## src/rtl/conv_mac_pool.sv

```systemverilog
// Convolution MAC stage: four 2x2-window lanes accumulate one kernel, then shift, clamp and optional max-pool.
// Build option CONV_ROUND_EN: round-half-up before the post-op shift instead of truncating.
module conv_mac_pool #(
    parameter int unsigned KERNEL_TAPS = 9,
    parameter int unsigned ACC_W       = 24
) (
    input  logic        clk,
    input  logic        reset,
    input  logic        in_valid,
    output logic        in_ready,
    input  logic        in_first,
    input  logic [7:0]  in_pix0,
    input  logic [7:0]  in_pix1,
    input  logic [7:0]  in_pix2,
    input  logic [7:0]  in_pix3,
    input  logic [7:0]  in_param,
    input  logic [15:0] in_instr,
    output logic        out_valid,
    input  logic        out_ready,
    output logic [31:0] out_data,
    output logic        out_pooled,
    output logic        err_seq
);

    localparam int unsigned TAP_W  = $clog2(KERNEL_TAPS + 1);
    localparam int unsigned PROD_W = 17;
    // Headroom so the rounding term never reaches the sign bit, even for shift=31.
    localparam int unsigned SUM_W  = ACC_W + 32;

    typedef enum logic [1:0] {IDLE, ACCUM, POST, HOLD} state_t;

    state_t                    state;
    logic signed [ACC_W-1:0]   acc [4];
    logic [TAP_W-1:0]          tap;
    logic [4:0]                shift_q;
    logic                      relu_q;
    logic                      pool_q;

    logic [7:0]                pix [4];
    logic signed [PROD_W-1:0]  prod [4];
    logic [7:0]                lane_c [4];
    logic [7:0]                pool_c;
    logic                      beat;
    logic                      unused_instr;

    assign beat         = in_valid & in_ready;
    assign unused_instr = ^in_instr[15:7];

    // Shift, then clamp to the unsigned or signed 8-bit range.
    function automatic logic [7:0] post_lane(input logic signed [ACC_W-1:0] a,
                                             input logic [4:0] sh, input logic relu);
        logic signed [SUM_W-1:0] s;
        logic [7:0]              res;
        s = SUM_W'(a);
`ifdef CONV_ROUND_EN
        if (sh != 5'd0) s = s + (SUM_W'(1) <<< (sh - 5'd1));
`else
`endif
        s = s >>> sh;
        if (relu) begin
            if (s < SUM_W'(0))        res = 8'h00;
            else if (s > SUM_W'(255)) res = 8'hFF;
            else                      res = s[7:0];
        end else begin
            if (s < SUM_W'(-128))     res = 8'h80;
            else if (s > SUM_W'(127)) res = 8'h7F;
            else                      res = s[7:0];
        end
        return res;
    endfunction

    always_comb begin
        pix[0] = in_pix0;
        pix[1] = in_pix1;
        pix[2] = in_pix2;
        pix[3] = in_pix3;
        for (int i = 0; i < 4; i++) begin
            prod[i]   = PROD_W'($signed({1'b0, pix[i]})) * PROD_W'($signed(in_param));
            lane_c[i] = post_lane(acc[i], shift_q, relu_q);
        end
        pool_c = lane_c[0];
        for (int i = 1; i < 4; i++) begin
            if (relu_q ? (lane_c[i] > pool_c) : ($signed(lane_c[i]) > $signed(pool_c)))
                pool_c = lane_c[i];
        end
    end

    always_ff @(posedge clk) begin
        if (reset) begin
            state      <= IDLE;
            in_ready   <= 1'b1;
            out_valid  <= 1'b0;
            out_data   <= 32'd0;
            out_pooled <= 1'b0;
            err_seq    <= 1'b0;
            tap        <= '0;
            shift_q    <= 5'd0;
            relu_q     <= 1'b0;
            pool_q     <= 1'b0;
            for (int i = 0; i < 4; i++) acc[i] <= '0;
        end else begin
            case (state)
                IDLE: begin
                    if (beat && in_first) begin
                        for (int i = 0; i < 4; i++)
                            acc[i] <= ACC_W'($signed(in_param)) <<< in_instr[4:0];
                        tap     <= '0;
                        shift_q <= in_instr[4:0];
                        relu_q  <= in_instr[5];
                        pool_q  <= in_instr[6];
                        state   <= ACCUM;
                    end
                end
                ACCUM: begin
                    if (beat) begin
                        if (in_first) begin
                            // Sequencer restarted mid-group: flag it and begin the new group.
                            err_seq <= 1'b1;
                            for (int i = 0; i < 4; i++)
                                acc[i] <= ACC_W'($signed(in_param)) <<< in_instr[4:0];
                            tap     <= '0;
                            shift_q <= in_instr[4:0];
                            relu_q  <= in_instr[5];
                            pool_q  <= in_instr[6];
                        end else begin
                            for (int i = 0; i < 4; i++)
                                acc[i] <= acc[i] + ACC_W'(prod[i]);
                            tap <= tap + TAP_W'(1);
                            if (tap == TAP_W'(KERNEL_TAPS - 1)) begin
                                in_ready <= 1'b0;
                                state    <= POST;
                            end
                        end
                    end
                end
                POST: begin
                    out_data   <= pool_q ? {24'd0, pool_c}
                                         : {lane_c[3], lane_c[2], lane_c[1], lane_c[0]};
                    out_pooled <= pool_q;
                    out_valid  <= 1'b1;
                    state      <= HOLD;
                end
                HOLD: begin
                    if (out_ready) begin
                        out_valid <= 1'b0;
                        in_ready  <= 1'b1;
                        state     <= IDLE;
                    end
                end
                default: state <= IDLE;
            endcase
        end
    end

endmodule

```

## config.mk

```make
export PLATFORM = sky130hd
export DESIGN_NAME = conv_mac_pool
export DESIGN_NICKNAME = d
export VERILOG_FILES = /design/src/rtl/conv_mac_pool.sv
export SDC_FILE = /design/constraint.sdc
export NUM_CORES = 2
export LEC_CHECK = 0
export ABC_AREA = 1
export CAP_MARGIN = 0
export CORE_MARGIN = 2
export CORE_UTILIZATION = 45
export DETAILED_ROUTE_END_ITERATION = 16
export PLACE_DENSITY_LB_ADDON = 0.05
export SYNTH_ARGS = -nofsm -noshare
export SYNTH_HDL_FRONTEND = slang
export SYNTH_SLANG_ARGS = --single-unit
```

## constraint.sdc

```tcl
create_clock -name clk -period 8.5 [get_ports clk]
set_clock_uncertainty 0.2 [all_clocks]
set_input_delay 2.55 -clock clk [delete_from_list [all_inputs] [get_ports clk]]
set_output_delay 2.55 -clock clk [all_outputs]
set_load 0.02 [all_outputs]
```

### Word level (Yosys, flattened, before mapping)

Memory sizes are Yosys's and may differ from the RTL's.
Index checks and enable logic that the tools add are counted.

| cells by class | value |
|---|---|
| add/sub/neg operators | 5 |
| $mul | 4 |
| div/mod/pow operators | 0 |
| $lt $le $gt $ge | 22 |
| eq/ne operators | 10 |
| shift operators | 5 |
| muxes and demuxes | 84 |
| bitwise operators | 13 |
| reduce and logical (&&, ||, !) cells | 11 |

Operators by type and width:

| cell | count |
|---|---|
| two-way mux 24 bit | 12 |
| > comparator 56 x 8 -> 1 bit, second input constant | 4 |
| > comparator 56 x 9 -> 1 bit, second input constant | 4 |
| < comparator 56 x 1 -> 1 bit, second input constant | 4 |
| < comparator 56 x 8 -> 1 bit, second input constant | 4 |
| >>> shifter 24 x 5 -> 56 bit | 4 |
| two-way mux 8 bit | 23 |
| adder 24 x 17 -> 24 bit | 4 |
| multiplier 9 x 8 -> 17 bit | 4 |
| > comparator 8 bit | 6 |
| two-way mux 32 bit | 1 |
| two-way mux 1 bit | 30 |
| <<< shifter 8 x 5 -> 24 bit | 1 |
| two-way mux 5 bit | 3 |
| two-way mux 4 bit | 3 |
| inequality test 2 bit, second input constant | 6 |
| bitwise OR 1 bit | 12 |
| two-way mux 2 bit | 5 |
| one-hot mux 5 bit (2 select lines) | 1 |
| AND reduction 5 bit | 2 |
| one-hot mux 1 bit (2 select lines) | 4 |
| one-hot mux 2 bit (4 select lines) | 1 |
| one-hot mux 4 bit (2 select lines) | 1 |
| AND reduction 3 bit | 2 |
| 10 further kinds | 13 |

| word-level totals | value |
|---|---|
| register bits | 49 |
| latch bits | 0 |
| memory bits (writable) | 96 |
| memory bits (read-only) | 0 |
| input bits | 61 |
| output and inout bits | 36 |
| word-level logic and storage cells | 165 |
| memories | 1 |

Memories:

| memory | depth | width | rd ports | clocked after memory_dff | write ports | line | text |
|---|---|---|---|---|---|---|---|
| acc | 4 | 24 | 4 | 0 | 4 | 33 | `logic signed [ACC_W-1:0] acc [4];` |

### Logic depth before layout (Yosys ltp)

| logic depth | value |
|---|---|
| depth after elaboration | 15 |
| gate-level depth with buffers | 61 |
| gate-level depth less buffers | 59 |

### Worst setup path after synthesis

OpenSTA, ideal clock, no wires.

| path | value |
|---|---|
| kind | input to register |
| start point | in in_param[7] |
| end point | mem acc[0][22], data pin |
| library setup time | 262 ps |
| arrival | 8,521 ps |
| required time | 8,038 ps |
| setup slack | -483 ps |
| stages on the path | 30 |
| buffers on the path | 2 |
| cells stage by stage | clkbuf_1 -> clkinv_1 -> clkbuf_1 -> or2_2 -> fa_1 -> fa_1 -> inv_1 -> fa_1 -> fa_1 -> fa_1 -> ha_1 -> inv_1 -> o31ai_1 -> a21boi_0 -> nor2_1 -> nor2_1 -> o21ai_0 -> a21boi_0 -> o21ai_0 -> nand2_1 -> inv_1 -> nor2_1 -> o21bai_1 -> a21boi_0 -> nor2_1 -> o21ai_0 -> nand2_1 -> nand2_1 -> nand2_1 -> o21ai_0 |

RTL lines:

| what | line | text |
|---|---|---|
| start, declared | 16 | `input logic [7:0] in_param,` |
| end, declared | 33 |  |

==> impl_results.md <==
* Via Count at 23990
* #FFs+latches synth at 145
* Distinct cells, synth at between 50 and 60
* Finished Layout Cells at 4553
* Xor/xnor share of the synthesized area at 0.01281
* Synth async-reset ratio at 0
* Die width at 241.1 um
* Worst setup margin at 238.8 ps
* Pwr/cell area at 338.2 nW/um^2
* CP dominant cell by count: nand2_1
* Core Region at between 50000 and 60000 um^2
* Largest family of logic cells by synthesized area: adder cells
* CTS Buffer Depth at 2
* Clock transition at path regs at 70 ps
* Post-synthesis mux area share at 0.008702
* Critical-path maximum fanout at 4
* Synth Area in Simple Gates at 0.2434
* Post-synthesis compound-gate area fraction at 0.1356
* # setup viols final at 0
* Num CTS Buffers at 17
* Post-Synthesis Cell Area at 25310 um^2
* Number of port buffers at 87
* Initial Utilization at 0.4575
* CP Launch Type: primary input
* Seq/Total Area, Yosys at 0.1527
* Initial antenna violation count at 3
* Synthesis-to-layout area growth at 15.10%
* Max VDD drop at 0.2989 mV
* Commonest non-fill, non-tap cell in the layout: nand2_1
* Final nets at 4390
* Worst Tran Pin Value at 1143 ps
* Number of flops mapped to enable cells by yosys at 96
* Vias in the first global route at about 23000
* Max cap viols at 0
* Share of cells above drive strength 1 at 0.09724
* Die Ht at 241.1 um
* WHS Path Cells at 2
* Leak at ~16 nW
* Clk sinks at approximately 150
* Placed cells at 4507
* First-pass GRT wire length at 128.4 mm
* Pin count of the biggest net entering global routing at 81
* Syn nets at 4243
* # rows at 86
* Routed Antenna Nets at 0
* Main flop type after synthesis: edfxtp_1
* Synth Area per Inst at 6.943 um^2
* RePlAce Congestion at roughly 0.94
* Initial detailed-routing violation count at 1750
* WHS at 266.7 ps
* Die area at about 58000 um^2
* CTS tree: built
* Synth warnings at 0
* Final hold violations at 0
* Final period util at 0.9719
* WP data arrival at about 8300 ps
* Final Power at slightly below 10 mW
* Synth Area in Adders at 0.3266
* Gr usage total at 0.2880
* Unrepaired setup endpoints after global routing: yes
* H-tree Lvls at 4
* CP max stage delay at 550 ps
* F_max at 121.0 MHz
* CP endpoint kind: flip-flop
* Vias/cell at 5.270
* Overflow after GRT at 0
* Worst r2r path cells at 49
* Worst rel slew slack at 0.2346
* WS Path Type: primary input to flip-flop
* Post-Route WL at ~83 mm
* Critical Path RT at 8490 ps
* Clk_lat worst skew at around 480 ps
* 1st-pass router iterations at 7
* Slowest CP cell: fa_1
* Dpl ws at -690.6 ps
* Most frequent cells in the layout: 1046 x nand2_1, 586 x inv_1, 319 x ha_1
* Max Slew Vio Count at 0
* Hpwl dp at 68.35 mm
* Mapped Cells at ~3600
* Ant. Diodes at 0
* Routed length per placed instance at 18.17 um
* Root Buffer: clkbuf_16
* Worst hold path type: flip-flop to flip-flop
* Status: finished clean
* I/O pin count at 97
* DR DRC count at 0
* Tmin final at 8261 ps
power breakdown:
part,switching (mW),internal (mW)
sequential,0.160,0.941
combinational,4.65,3.33
clock,0.361,0.412
total,5.17,4.68
stage by stage:
step | utilization | setup TNS, ps | area (um^2)
detailed placement | 0.5061 | -8097 | 27990
finish | 0.5266 | 0 | 29130
CTS | 0.5173 | 0 | 28610
floorplan | - | 0 | 25320
global route | 0.5266 | -173.3 | 29130
global placement | 0.5061 | -7204 | 27990
synthesized netlist by cell type, types with 5 or more instances:
master | number | area, um^2
nand2_1 | 1047 | 3930
inv_1 | 591 | 2218
ha_1 | 331 | 4141
o21ai_0 | 307 | 1536
fa_1 | 206 | 4124
nand3_1 | 184 | 920.9
a21oi_1 | 179 | 895.9
nor2_1 | 164 | 615.6
clkbuf_1 | 118 | 442.9
edfxtp_1 | 96 | 2883
dfxtp_1 | 49 | 980.9
or2_2 | 35 | 219.0
buf_2 | 31 | 155.2
o21ai_1 | 30 | 150.1
nand4_1 | 27 | 168.9
mux2i_1 | 22 | 220.2
xor2_1 | 19 | 166.4
xnor2_1 | 18 | 157.7
o211ai_1 | 15 | 112.6
o21bai_1 | 12 | 90.09
and2_1 | 10 | 62.56
buf_1 | 10 | 37.54
buf_4 | 10 | 75.07
a211oi_1 | 9 | 67.56
a221oi_1 | 9 | 78.83
o221ai_1 | 8 | 70.07
o31ai_1 | 8 | 60.06
nor3_1 | 7 | 35.03
a21boi_1 | 6 | 45.04
a31oi_1 | 6 | 37.54
clkbuf_2 | 6 | 30.03
clkinv_1 | 6 | 22.52
nor4_1 | 6 | 37.54
o21a_1 | 5 | 37.54
routing by layer:
metal	vias up	part of all wire	GRT usage	routed length (um)
met2	647	0.46	0.4649	37760
li1	11980	-	-	-
met3	86	0.052	0.02562	4337
met1	11290	0.47	0.4124	38550
met4	0	0.025	0.07894	2054
met5	-	0	0	0
worst paths after layout:
check                                   from           end  slack (ps)
worst max-delay path              in_pix0[0]    acc[0][23]         240
worst min-delay path            out_data[11]  out_data[11]         270
worst max register to register    shift_q[1]   out_data[1]         830
worst min register to register  out_data[11]  out_data[11]         270
cells by family after synthesis:
| group | after synthesis |
|---|---|
| flip-flops | 145 |
| buffers and inverters | 780 |
| AO/OA/AOI/OAI | 624 |
| XOR/XNOR | 37 |
| adder cells (fa/ha/maj) | 537 |
| multiplexers | 22 |
| AND/OR/NAND/NOR | 1500 |
cell type report:
type	instances	area, um^2
inverters	601	2265
repair buffers	307	2736
fillers	5652	26180
well taps	748	935.9
clock buffers	18	429.2
flip-flops and latches	145	3870
clock inverters	14	143.9
multi-input cells	2720	18750
state kept, by name, indices dropped and copies added (netlist names):
signal,count
in_ready,1
tap,4
shift_q,5
state,2
acc,96
pool_q,1
out_data,32
out_valid,1
out_pooled,1
relu_q,1
err_seq,1
critical path: cells and delay by family:
family          cells  cell delay (ps)
simple gates       10              990
compound gates      7              940
fa+ha+maj           6             2880
buf+inv             7              870
what timing repair did:
item                       CTS  global route
hold buffers                 0             0
pin swaps                    3            49
resized for setup           16            97
setup buffers                3             8
setup endpoints to repair    8            24
gates cloned                 0             3
No activity file was read; power rests on OpenSTA's default activity.
